===== config.mk =====
export PLATFORM = sky130hd
export DESIGN_NAME = serial_borrow_subtractor_flat
export DESIGN_NICKNAME = d
export VERILOG_FILES = /design/src/rtl/serial_borrow_subtractor_if.sv /design/src/rtl/serial_borrow_subtractor.sv /design/src/flat_wrapper.sv
export SDC_FILE = /design/constraint.sdc
export NUM_CORES = 1
export LEC_CHECK = 0
export BUFFER_PORTS_ARGS = -buffer_cell sky130_fd_sc_hd__buf_2
export CORE_AREA = 2 2 83 45
export CTS_CLUSTER_SIZE = 25
export DETAILED_ROUTE_END_ITERATION = 12
export DIE_AREA = 0 0 85 47
export MAX_ROUTING_LAYER = met4
export PLACE_DENSITY = 0.87
export RECOVER_POWER = 25
export SLEW_MARGIN = 10
export SYNTH_ARGS = -nofsm -noshare
export SYNTH_HDL_FRONTEND = slang
export SYNTH_SLANG_ARGS = --single-unit

===== constraint.sdc =====
create_clock -name clk -period 3 [get_ports clk]
set_clock_uncertainty 0.05 [all_clocks]
set_input_delay 0.6 -clock clk [delete_from_list [all_inputs] [get_ports clk]]
set_output_delay 0.6 -clock clk [all_outputs]
set_load 0.02 [all_outputs]

===== src/rtl/serial_borrow_subtractor_if.sv =====
// Start/done handshake and operand/result bundle for serial_borrow_subtractor.
interface serial_borrow_subtractor_if #(
    parameter int unsigned WIDTH = 8
);
    logic             start;
    logic [WIDTH-1:0] a;
    logic [WIDTH-1:0] b;
    logic             bin;
    logic             busy;
    logic             done;
    logic [WIDTH-1:0] diff;
    logic             bout;
    logic             ovf;

    modport master (
        output start, a, b, bin,
        input  busy, done, diff, bout, ovf
    );

    modport slave (
        input  start, a, b, bin,
        output busy, done, diff, bout, ovf
    );
endinterface


===== src/rtl/serial_borrow_subtractor.sv =====
// Bit-serial subtractor: diff = a - b - bin, LSB first, with borrow-out and signed overflow.
// Define SUB_DUAL_BIT_EN to retire two bits per clock instead of one.
module serial_borrow_subtractor #(
    parameter int unsigned WIDTH = 8
) (
    input  logic                         clk,
    input  logic                         rst_n,
    serial_borrow_subtractor_if.slave    sub_io
);
`ifdef SUB_DUAL_BIT_EN
    localparam int unsigned Step = 2;
`else
    localparam int unsigned Step = 1;
`endif
    localparam int unsigned CntW = (WIDTH > 2) ? $clog2(WIDTH) : 1;

    typedef enum logic [1:0] {StIdle, StRun, StDone} state_e;

    state_e           state_q, state_d;
    logic [WIDTH-1:0] a_q, a_d, b_q, b_d, res_q, res_d;
    logic             a_msb_q, a_msb_d, b_msb_q, b_msb_d;
    logic             borrow_q, borrow_d;
    logic [CntW-1:0]  cnt_q, cnt_d;
    logic [WIDTH-1:0] diff_q, diff_d;
    logic             bout_q, bout_d, ovf_q, ovf_d;

    logic             d0, br0, br_last;
    logic [WIDTH-1:0] res_shift;

    assign d0  = a_q[0] ^ b_q[0] ^ borrow_q;
    assign br0 = (~a_q[0] & b_q[0]) | (~(a_q[0] ^ b_q[0]) & borrow_q);
    assign res_shift = res_q >> Step;

`ifdef SUB_DUAL_BIT_EN
    logic d1, br1;
    // Second bit of the pair takes its borrow straight from the first.
    assign d1  = a_q[1] ^ b_q[1] ^ br0;
    assign br1 = (~a_q[1] & b_q[1]) | (~(a_q[1] ^ b_q[1]) & br0);
    assign br_last = br1;
`else
    assign br_last = br0;
`endif

    always_comb begin
        state_d  = state_q;
        a_d      = a_q;
        b_d      = b_q;
        a_msb_d  = a_msb_q;
        b_msb_d  = b_msb_q;
        borrow_d = borrow_q;
        cnt_d    = cnt_q;
        res_d    = res_q;
        diff_d   = diff_q;
        bout_d   = bout_q;
        ovf_d    = ovf_q;
        unique case (state_q)
            StIdle, StDone: begin
                state_d = StIdle;
                if (sub_io.start) begin
                    a_d      = sub_io.a;
                    b_d      = sub_io.b;
                    a_msb_d  = sub_io.a[WIDTH-1];
                    b_msb_d  = sub_io.b[WIDTH-1];
                    borrow_d = sub_io.bin;
                    cnt_d    = '0;
                    state_d  = StRun;
                end
            end
            StRun: begin
                a_d      = a_q >> Step;
                b_d      = b_q >> Step;
                borrow_d = br_last;
                cnt_d    = cnt_q + CntW'(Step);
                res_d    = res_shift;
`ifdef SUB_DUAL_BIT_EN
                res_d[WIDTH-1] = d1;
                res_d[WIDTH-2] = d0;
`else
                res_d[WIDTH-1] = d0;
`endif
                if (cnt_q == CntW'(WIDTH - Step)) begin
                    // Results are published only here so partial sums never leak out.
                    state_d = StDone;
                    diff_d  = res_d;
                    bout_d  = br_last;
                    ovf_d   = (a_msb_q ^ b_msb_q) & (a_msb_q ^ res_d[WIDTH-1]);
                end
            end
            default: state_d = StIdle;
        endcase
    end

    always_ff @(posedge clk or negedge rst_n) begin
        if (!rst_n) begin
            state_q  <= StIdle;
            a_q      <= '0;
            b_q      <= '0;
            a_msb_q  <= 1'b0;
            b_msb_q  <= 1'b0;
            borrow_q <= 1'b0;
            cnt_q    <= '0;
            res_q    <= '0;
            diff_q   <= '0;
            bout_q   <= 1'b0;
            ovf_q    <= 1'b0;
        end else begin
            state_q  <= state_d;
            a_q      <= a_d;
            b_q      <= b_d;
            a_msb_q  <= a_msb_d;
            b_msb_q  <= b_msb_d;
            borrow_q <= borrow_d;
            cnt_q    <= cnt_d;
            res_q    <= res_d;
            diff_q   <= diff_d;
            bout_q   <= bout_d;
            ovf_q    <= ovf_d;
        end
    end

    assign sub_io.busy = (state_q == StRun);
    assign sub_io.done = (state_q == StDone);
    assign sub_io.diff = diff_q;
    assign sub_io.bout = bout_q;
    assign sub_io.ovf  = ovf_q;
endmodule


===== src/flat_wrapper.sv =====
// flat-port wrapper written by rule: the top's interface ports become plain ports
module serial_borrow_subtractor_flat 
#(
    parameter int unsigned WIDTH = 8
)
  (clk, rst_n, sub_io_start, sub_io_a, sub_io_b, sub_io_bin, sub_io_busy, sub_io_done, sub_io_diff, sub_io_bout, sub_io_ovf);
  serial_borrow_subtractor_if #(.WIDTH(WIDTH)) sub_io_i ();
  input  logic clk;
  input  logic rst_n;
  input wire logic [$bits(sub_io_i.start)-1:0] sub_io_start;
  input wire logic [$bits(sub_io_i.a)-1:0] sub_io_a;
  input wire logic [$bits(sub_io_i.b)-1:0] sub_io_b;
  input wire logic [$bits(sub_io_i.bin)-1:0] sub_io_bin;
  output wire logic [$bits(sub_io_i.busy)-1:0] sub_io_busy;
  output wire logic [$bits(sub_io_i.done)-1:0] sub_io_done;
  output wire logic [$bits(sub_io_i.diff)-1:0] sub_io_diff;
  output wire logic [$bits(sub_io_i.bout)-1:0] sub_io_bout;
  output wire logic [$bits(sub_io_i.ovf)-1:0] sub_io_ovf;
  assign sub_io_i.start = sub_io_start;
  assign sub_io_i.a = sub_io_a;
  assign sub_io_i.b = sub_io_b;
  assign sub_io_i.bin = sub_io_bin;
  assign sub_io_busy = sub_io_i.busy;
  assign sub_io_done = sub_io_i.done;
  assign sub_io_diff = sub_io_i.diff;
  assign sub_io_bout = sub_io_i.bout;
  assign sub_io_ovf = sub_io_i.ovf;
  serial_borrow_subtractor #(.WIDTH(WIDTH)) u_core (.clk(clk), .rst_n(rst_n), .sub_io(sub_io_i));
endmodule

### Word level (Yosys, flattened, before mapping)

Index checks and enable logic that the tools add are counted.

* register bits: 42
* output and inout bits: 12
* input bits: 20
* logic and storage cells: 44

* eq/ne operators: 5
* muxes and demuxes: 11
* reduce and logical (&&, ||, !) cells: 6
* bitwise logic cells: 10
* $add $sub $neg: 1

Operator list (count)
* $pmux 8 s2: 2
* $mux 8: 2
* $pmux 3 s2: 1
* $reduce_and 2->1: 3
* $pmux 2 s2: 1
* $xor 1x1->1: 4
* $add 3x1->3 const B: 1
* $and 1x1->1: 3
* $eq 3x3->1 const B: 1
* $mux 3: 1
* $eq 2x1->1 const B: 1
* $eq 2x2->1 const B: 1
* $logic_not 2->1: 1
* $mux 1: 2
* $mux 2: 1
* $ne 2x1->1 const B: 1
* $ne 2x2->1 const B: 1
* $not 1->1: 2
* $pmux 1 s2: 1
* $reduce_bool 2->1: 1
* $reduce_or 2->1: 1
* $or 1x1->1: 1

### Longest topological paths before layout

Gate-level depths: netlist of run 1.

* word-level depth: 5
* depth in mapped cells: 6
* depth with buffers taken out: 5

### Worst setup path before layout of run 1

OpenSTA, ideal clock, no wires.

* path kind: register to register
* start point: register u_core.cnt_q[0]
* end point: register u_core.diff_q[3] (netlist: u_core.sub_io.diff[3])
* library setup time: 0.125 ns
* path slack: 1.438 ns
* period minus slack after synthesis: 1.562 ns
* path buffers: 1
* arrival time: 1.388 ns
* stages on the path, launching flop included: 6
* data required time: 2.825 ns
* path through: dfrtp_1 > ha_1 > ha_1 > nand3b_1 > buf_4 > mux2_2

* word-level cells in the longest chain between the ends: 2

RTL lines
* from (decl): RTL line serial_borrow_subtractor.sv:23 `logic [CntW-1:0] cnt_q, cnt_d;`
* from (signal assigned): RTL line serial_borrow_subtractor.sv:113 `cnt_q <= cnt_d;`
* $eq 3x3->1: RTL line serial_borrow_subtractor.sv:81 `if (cnt_q == CntW'(WIDTH - Step)) begin`
* $reduce_and 2->1 (no line)
* to (signal assigned): RTL line serial_borrow_subtractor.sv:115 `diff_q <= diff_d;`
* to (decl): RTL line serial_borrow_subtractor.sv:24 `logic [WIDTH-1:0] diff_q, diff_d;`

Every way passes these cells.
A chain may end at the register's enable or synchronous reset.

### Worst setup path after layout of run 1

* start point: register u_core.state_q[1]
* end point: output sub_io_busy

* word-level cells in the longest chain between the ends: 1

RTL lines
* from (decl): RTL line serial_borrow_subtractor.sv:19 `state_e state_q, state_d;`
* from (signal assigned): RTL line serial_borrow_subtractor.sv:95 `state_q <= StIdle;`
* from (signal assigned): RTL line serial_borrow_subtractor.sv:107 `state_q <= state_d;`
* $eq 2x1->1: RTL line serial_borrow_subtractor.sv:121 `assign sub_io.busy = (state_q == StRun);`
* to (decl): RTL line flat_wrapper.sv:14 `output wire logic [$bits(sub_io_i.busy)-1:0] sub_io_busy;`

Every way passes these cells.

==> flow_summary_export.csv, run 1 <==
group,metric,value,unit
power_and_ir_drop,p_leak,1.02,nW
routing,drtAntennaViolNets,0,
routing,detail_route.vias_per_cell,5.15,
status,status,"finished clean",
layout,num-nets-final,224,
synth,synth_top_area_cell,"dfrtp_1",
routing,drt_iter0_markers,62,
floorplanning,pin_count,32,
power_and_ir_drop,power_per_cell_area,1110,nW/um2
sta,fmax,496,MHz
power_and_ir_drop,peakVddDrop,0.519,mV
global_routing,grt_max_degree,42,
cts,clk_latency,290,ps
synth,async_flop_share,100,%
synth,synthDistinctLibCells,21,
layout,syn_to_final_growth,15.3,%
routing,wl,3130,um
critical_path,r2r_end,"u_core.sub_io.diff[7]",
critical_path,startpoint,"u_core.state_q[1]",
synth,synthFlopType,"dfrtp_1",
critical_path,path_class,"reg2out",
critical_path,r2r-start,"u_core.cnt_q[0]",
job,cap_violations,0,
critical_path,cp.depth,3,
floorplanning,die-area,4000,um2
routing,num_vias,1256,
sta,setup_ws,985,ps
critical_path,slowest_delay,390,ps
sta,min_period,2020,ps
layout,utilization,60.4,%
worst_hold_path,worstHoldPathType,"in2async",
cts,cts_tree,"built",
sta,finalCritPeriodShare,67.2,%
critical_path,path_delay_family,"buffers and inverters",
layout,fill_cells,292,
critical_path,start_kind,"flip-flop",
layout,drive_above_1_share,24.3,%
critical_path,r2r_slack,1150,ps
floorplanning,rows,15,
sta,setup_viol,0,
cts,clock-sinks,41,
critical_path,endpoint,"sub_io_busy",
cts,post-cts-setup-buffer-count,0,
routing,drc,0,
critical_path,cp.arrival,1370,ps
synth,synth_top_cell_area_share,59.6,%
routing,route.detailed.wl_per_inst,12.8,um
cts,cts_buffer_depth,2,
place,portBuffers,31,
cts,path_clk_slew,70,ps
critical_path,critical_path.cell_chain,"nand2b_1 -> inv_1 -> buf_2",
floorplanning,fp.dieW,85,um
critical_path,cp_max_fo,11,
synth,yosysWarnings,0,
global_routing,grt_pass1_wl,5290,um
critical_path,ff2ff_path_depth,4,
place,hpwl,2160,um
place,finalWeightedCongestion,0.798,
routing,dr.pass1.iters,4,
synth,ys_top_cells_by_count,"57 x nand2_1, 41 x dfrtp_1, 16 x nor2_1",
global_routing,grt_pass1_vias,1125,
critical_path,crit_path_top_delay_cell,"dfrtp_1",
sta,hold_viol,0,
cts,numCtsBuffers,5,
synth,synth.most_common_cell,"nand2_1",
cts,cts_root_buf,"clkbuf_8",
floorplanning,coreArea,3280,um2
cts,cts_resized,0,
synth,synth_fp_nets,194,
sta,rsz0062_at_grt,"no",
place,dp_slack,1110,ps
synth,postSynthCellCount,171,
synth,synth_area_leaders,"dfrtp_1 60%, nand2_1 12%, mux2_2 5.2%",
cts,h-tree-depth,2,
synth,synth-edff-count,0,
sta,tns,0,ps
synth,syn-cell-area,1720,um2
sta,max_slew_margin,40.7,%
global_routing,grtUsageTotal,18.9,%
cts,hold_buffers,0,
synth,postSynthAreaPerCell,10.1,um2
synth,ys_ff_latch,41,
layout,n_antenna_cell,0,
critical_path,cp.required,2350,ps
global_routing,grt-ovfl-total,0,
synth,seq_area_frac_synth,59.6,%
sta,tightest_slew,890,ps
floorplanning,die_h,47,um
critical_path,crit_buf_inv,2,
critical_path,critPathCaptureType,"primary output",
sta,slew_viol_final,0,
floorplanning,start_util,52.4,%
global_routing,antenna_found_initial,0,
==> cell type report <==
class / count / area, um2 / share of cell area, %
Timing Repair Buffer: 33 / 170 / 8.58
Tap cell: 42 / 52.6 / 2.65
Inverter: 4 / 15.0 / 0.757
Clock inverter: 1 / 5.00 / 0.252
Multi-Input combinational cell: 116 / 619 / 31.2
Sequential cell: 41 / 1030 / 51.7
Clock buffer: 7 / 96.3 / 4.85
==> placed cells by master (no fill, tap or decap), drive strengths merged <==
| cell | netlist | layout |
|---|---|---|
| nand2 | 57 | 57 |
| dfrtp | 41 | 41 |
| buf | 8 | 33 |
| nor2 | 16 | 16 |
| a31oi | 14 | 14 |
| mux2 | 8 | 8 |
| clkbuf | 2 | 7 |
| inv | 4 | 4 |
| o21ai | 4 | 4 |
| a22o | 4 | 4 |
| nand2b | 2 | 2 |
| nor2b | 2 | 2 |
| ha | 2 | 2 |
| and2b | 1 | 1 |
| nand3 | 1 | 1 |
| nand3b | 1 | 1 |
| a221o | 1 | 1 |
| nor3b | 1 | 1 |
| a21oi | 1 | 1 |
| fa | 1 | 1 |
| clkinv | 0 | 1 |
==> power breakdown <==
part	switching, mW	internal, mW	leakage (nW)	total (mW)
Combinational	0.512	0.348	0.466	0.859
Sequential	0.146	0.811	0.501	0.957
Clock	0.180	0.208	0.0542	0.387
Total	0.837	1.37	1.02	2.20
==> cell families after synthesis <==
group,Yosys count,share of synthesized area (%)
adders and majority gates,3,2.62
muxes,8,5.24
buffers and inverters,14,4.36
AOI/OAI and AO/OA,24,9.16
DFF,41,59.6
and+or+nand+nor,81,19.0
==> per-layer routing <==
metal | routed length, um | GRT usage, % | part of all wire (%)
met2 | 1200 | 25.9 | 38
met1 | 1720 | 26.7 | 55
met3 | 181 | 5.45 | 5.8
met4 | 26 | 6.67 | 0.83
met5 | 0 | - | 0
==> worst min path at each step <==
| stage | end | slack (ps) |
|---|---|---|
| 2_1_floorplan | u_core.a_msb_q | 250 |
| 3_5_place_dp | u_core.res_q[1] | 430 |
| 5_1_grt | u_core.b_q[1] | 440 |
| 6_report | u_core.a_q[3] | 380 |
| 4_1_cts | u_core.a_q[7] | 400 |
| 3_3_place_gp | u_core.res_q[1] | 410 |
==> stage by stage <==
stage / std cells / hold WS [ps] / cell area [um2] / total power [mW]
final: 244 / 384 / 1980 / 2.20
after global routing: 244 / 443 / 1980 / 2.40
after CTS: 244 / 398 / 1980 / 2.23
after detailed placement: 236 / 426 / 1880 / 1.83
after global placement: 236 / 411 / 1880 / 1.80
after floorplan: 171 / 254 / 1720 / 1.61
==> sequential cells by signal, indices dropped and copies added, names as in the netlist <==
register            flops
u_core.a_q              8
u_core.b_q              8
u_core.sub_io.diff      8
u_core.a_msb_q          1
u_core.sub_io.ovf       1
u_core.res_q            7
u_core.b_msb_q          1
u_core.state_q          2
u_core.borrow_q         1
u_core.sub_io.bout      1
u_core.cnt_q            3
No activity file was read; power rests on OpenSTA's default activity.
==> inputs of run 2 (changes only) <==
clock period = 1.97 ns   (was 3 ns; I/O delays follow)
==> flow_summary_export.csv, run 2 (synthesized netlist as in run 1, its figures left out) <==
group,metric,value,unit
floorplanning,die_h,47,um
sta,tns,0,ps
floorplanning,rows,15,
place,hpwl,2370,um
critical_path,critPathCaptureType,"flip-flop",
routing,drc,0,
critical_path,r2r-start,"u_core.cnt_q[0]",
cts,hold_buffers,0,
cts,cts_buffer_depth,2,
routing,detail_route.vias_per_cell,5.13,
routing,dr.pass1.iters,4,
critical_path,cp.required,2110,ps
critical_path,path_class,"reg2reg",
sta,rsz0062_at_grt,"no",
cts,cts_tree,"built",
cts,cts_resized,0,
sta,finalCritPeriodShare,88.3,%
cts,path_clk_slew,80,ps
power_and_ir_drop,p_leak,1.05,nW
sta,setup_ws,230,ps
sta,slew_viol_final,0,
global_routing,grt_max_degree,40,
sta,max_slew_margin,17.9,%
status,status,"finished clean",
job,cap_violations,0,
layout,utilization,62.4,%
critical_path,r2r_slack,230,ps
place,portBuffers,31,
routing,wl,3420,um
cts,clock-sinks,41,
routing,drtAntennaViolNets,0,
worst_hold_path,worstHoldPathType,"in2reg",
global_routing,antenna_found_initial,0,
floorplanning,coreArea,3280,um2
cts,numCtsBuffers,5,
cts,cts_root_buf,"clkbuf_8",
global_routing,grt_pass1_vias,1196,
cts,post-cts-setup-buffer-count,0,
layout,n_antenna_cell,0,
global_routing,grt_pass1_wl,5770,um
routing,route.detailed.wl_per_inst,13.7,um
floorplanning,pin_count,32,
routing,num_vias,1278,
layout,multi_input_area,619,um2
global_routing,grtUsageTotal,20.5,%
sta,hold_viol,0,
floorplanning,fp.dieW,85,um
power_and_ir_drop,totalPowerFinal,3.63,mW
layout,drive_above_1_share,25.1,%
routing,drt_iter0_markers,87,
critical_path,endpoint,"u_core.sub_io.diff[7]",
critical_path,cp_max_fo,9,
layout,num-nets-final,229,
place,dp_slack,282,ps
sta,tightest_slew,1230,ps
power_and_ir_drop,peakVddDrop,0.729,mV
sta,fmax,575,MHz
critical_path,cp.arrival,1880,ps
floorplanning,start_util,52.4,%
sta,min_period,1740,ps
floorplanning,die-area,4000,um2
critical_path,ff2ff_path_depth,5,
layout,seq_area,1030,um2
global_routing,grt-ovfl-total,0,
worst_hold_path,hp-start,"sub_io_a[7]",
critical_path,startpoint,"u_core.cnt_q[0]",
layout,layout_commonest_cell,"nand2_1",
layout,syn_to_final_growth,19.1,%
critical_path,start_kind,"flip-flop",
sta,setup_viol,0,
place,finalWeightedCongestion,0.795,
layout,fill_cells,294,
layout,layout_common_cells,"57 x nand2_1, 41 x dfrtp_1, 30 x buf_2, 16 x nor2_1, 14 x a31oi_1",
cts,h-tree-depth,2,
cts,clk_latency,300,ps
power_and_ir_drop,power_per_cell_area,1770,nW/um2
critical_path,r2r_end,"u_core.sub_io.diff[7]",
-- run 2: how the worst min path moves through the flow --
stage	depth (start not counted)	end	slack, ps
CTS	1	u_core.sub_io.bout	10
finish	3	u_core.a_msb_q	250
global route	3	u_core.a_msb_q	280
detailed placement	1	u_core.a_q[4]	350
floorplan	0	u_core.a_msb_q	50
global placement	1	u_core.a_q[4]	330
-- run 2: stage by stage --
step | instance area, um2 | hold WS, ps | cells
after floorplan | 1720 | 48.4 | 171
after global placement | 1920 | 334 | 241
after detailed placement | 1920 | 347 | 241
after CTS | 2050 | 14.9 | 249
after global routing | 2050 | 280 | 249
final | 2050 | 245 | 249
-- run 2: critical path, stage by stage (launching register included) --
cell      delay (ps)
dfrtp_1          410
ha_1             220
ha_1             200
nand3b_1         210
buf_4            220
mux2_2           340
-- run 2: power by group --
| group | internal, mW | leakage (nW) | switching [mW] |
|---|---|---|---|
| sequential | 1.24 | 0.501 | 0.235 |
| combinational | 0.559 | 0.483 | 0.800 |
| clock | 0.503 | 0.0681 | 0.297 |
-- run 2: cell type report --
cell class | count | area share (%)
Inverter | 4 | 0.733
Sequential cell | 41 | 50.1
Tap cell | 42 | 2.56
Timing Repair Buffer | 38 | 9.89
Clock inverter | 3 | 3.17
Clock buffer | 5 | 3.36
Multi-Input combinational cell | 116 | 30.2
-- run 2: routing by layer --
| metal | track usage (%) | vias up | part of all wire (%) |
|---|---|---|---|
| li1 | - | 633 | - |
| met1 | 28.3 | 608 | 50 |
| met2 | 28.9 | 37 | 43 |
| met3 | 5.98 | 0 | 7.6 |
| met4 | 7.62 | 0 | 0 |
| met5 | - | - | 0 |
==> inputs of run 3 (changes only) <==
PLACE_DENSITY = default   (was 0.87)
PLACE_DENSITY_LB_ADDON = 0.25   (was default)
==> flow_summary_export.csv, run 3 (synthesized netlist as in run 1, its figures left out) <==
group,metric,value,unit
sta,setup_viol,0,
routing,wl,3320,um
sta,fmax,562,MHz
sta,hold_viol,0,
floorplanning,fp.dieW,85,um
floorplanning,coreArea,3280,um2
worst_hold_path,worstHoldPathType,"in2async",
global_routing,antenna_found_initial,0,
cts,cts_resized,0,
critical_path,start_kind,"flip-flop",
floorplanning,rows,15,
cts,clock-sinks,41,
critical_path,path_class,"reg2out",
cts,cts_buffer_depth,2,
critical_path,r2r_slack,380,ps
critical_path,critical_path.cell_chain,"nand2b_1 -> inv_1 -> buf_2",
power_and_ir_drop,power_per_cell_area,1730,nW/um2
critical_path,critPathCaptureType,"primary output",
critical_path,cp_max_fo,11,
global_routing,grt_pass1_wl,5560,um
place,place_area,1900,um2
global_routing,grtUsageTotal,19.6,%
cts,hold_buffers,0,
cts,numCtsBuffers,5,
layout,syn_to_final_growth,17.1,%
routing,num_vias,1263,
layout,num-nets-final,226,
critical_path,cp.arrival,1340,ps
critical_path,slowest_delay,380,ps
layout,seq_area,1030,um2
layout,layout_common_cells,"57 x nand2_1, 41 x dfrtp_1, 30 x buf_2, 16 x nor2_1, 14 x a31oi_1",
routing,drt_iter0_markers,85,
critical_path,ff2ff_path_depth,5,
sta,slew_viol_final,0,
global_routing,grt-ovfl-total,0,
layout,n_antenna_cell,0,
routing,dr.pass1.iters,4,
cts,cts_tree,"built",
cts,clk_latency,300,ps
power_and_ir_drop,p_leak,1.03,nW
cts,cts_root_buf,"clkbuf_8",
cts,h-tree-depth,2,
sta,rsz0062_at_grt,"no",
sta,tightest_slew,833,ps
cts,post-cts-setup-buffer-count,0,
routing,drtAntennaViolNets,0,
critical_path,crit_path_top_delay_cell,"dfrtp_1",
global_routing,met1_usage,24.7,%
global_routing,grt_pass1_vias,1242,
sta,max_slew_margin,44.4,%
sta,min_period,1780,ps
status,status,"finished clean",
sta,finalCritPeriodShare,90.3,%
layout,drive_above_1_share,24.5,%
place,finalWeightedCongestion,0.811,
global_routing,grt_busiest_layer,"met2",
cts,path_clk_slew,80,ps
floorplanning,start_util,52.4,%
global_routing,grt_max_degree,40,
layout,fill_cells,277,
layout,layout_commonest_cell,"nand2_1",
routing,route.detailed.wl_per_inst,13.5,um
layout,multi_input_area,619,um2
routing,drc,0,
floorplanning,die_h,47,um
routing,detail_route.vias_per_cell,5.13,
job,cap_violations,0,
place,hpwl,2230,um
power_and_ir_drop,peakVddDrop,0.760,mV
global_routing,met3_usage,7.73,%
sta,tns,0,ps
global_routing,use_met2,29.7,%
layout,fin_area,2010,um2
floorplanning,pin_count,32,
place,portBuffers,31,
critical_path,cp.required,1530,ps
floorplanning,die-area,4000,um2
[run 3: changes by cell type in the layout (fill, tap and decap cells not counted), sizes merged]
cell / previous run / this run
clkinv: 1 / 0
buf: 36 / 34
clkbuf: 7 / 8
bufinv: 2 / 1
[run 3: final cells by class]
cell class                 instances  area share, %
sequential                        41           50.9
multi-input combinational        116           30.7
timing repair buffer              35           9.19
clock buffer                       7           4.29
tap                               42           2.61
clock inverter                     1           1.49
inverter                           4          0.745
[run 3: per-layer routing]
| metal | routed length (um) | vias to the layer above |
|---|---|---|
| met5 | 0 | - |
| met3 | 165 | 0 |
| li1 | - | 626 |
| met4 | 0 | 0 |
| met1 | 1690 | 610 |
| met2 | 1470 | 27 |
[run 3: path summary, 6_finish.rpt]
| kind | startpoint | endpoint |
|---|---|---|
| max reg2reg | u_core.cnt_q[0] | u_core.sub_io.diff[6] |
| min reg2reg | u_core.res_q[1] | u_core.res_q[1] |
| max | u_core.state_q[1] | sub_io_busy |
| max in group asynchronous | rst_n | u_core.res_q[2] |
| min in group clk | sub_io_a[7] | u_core.a_msb_q |
| min | rst_n | u_core.b_q[4] |
[run 3: worst max-delay path: cells and delay by family (launching register included)]
family / cells / cell delay (ps)
buffers and inverters: 2 / 500
and+or+nand+nor: 1 / 150
DFF: 1 / 380
[run 3: where the power goes]
group          total, mW  switching [mW]  leakage [nW]  internal [mW]
Clock              0.704           0.291        0.0585          0.413
Combinational       1.33           0.790         0.475          0.535
Sequential          1.46           0.226         0.501           1.24
Total               3.49            1.31          1.03           2.18
[run 3: per-stage QoR]
stage	instances	utilization, %	hold slack, ps	total power [mW]	worst slack, ps
2_1_floorplan	171	-	48.4	2.45	408
3_3_place_gp	238	57.8	405	2.74	431
3_5_place_dp	238	57.8	418	2.81	398
4_1_cts	246	61.3	129	3.53	165
5_1_grt	246	61.3	194	3.78	76.6
6_report	246	61.3	137	3.49	190
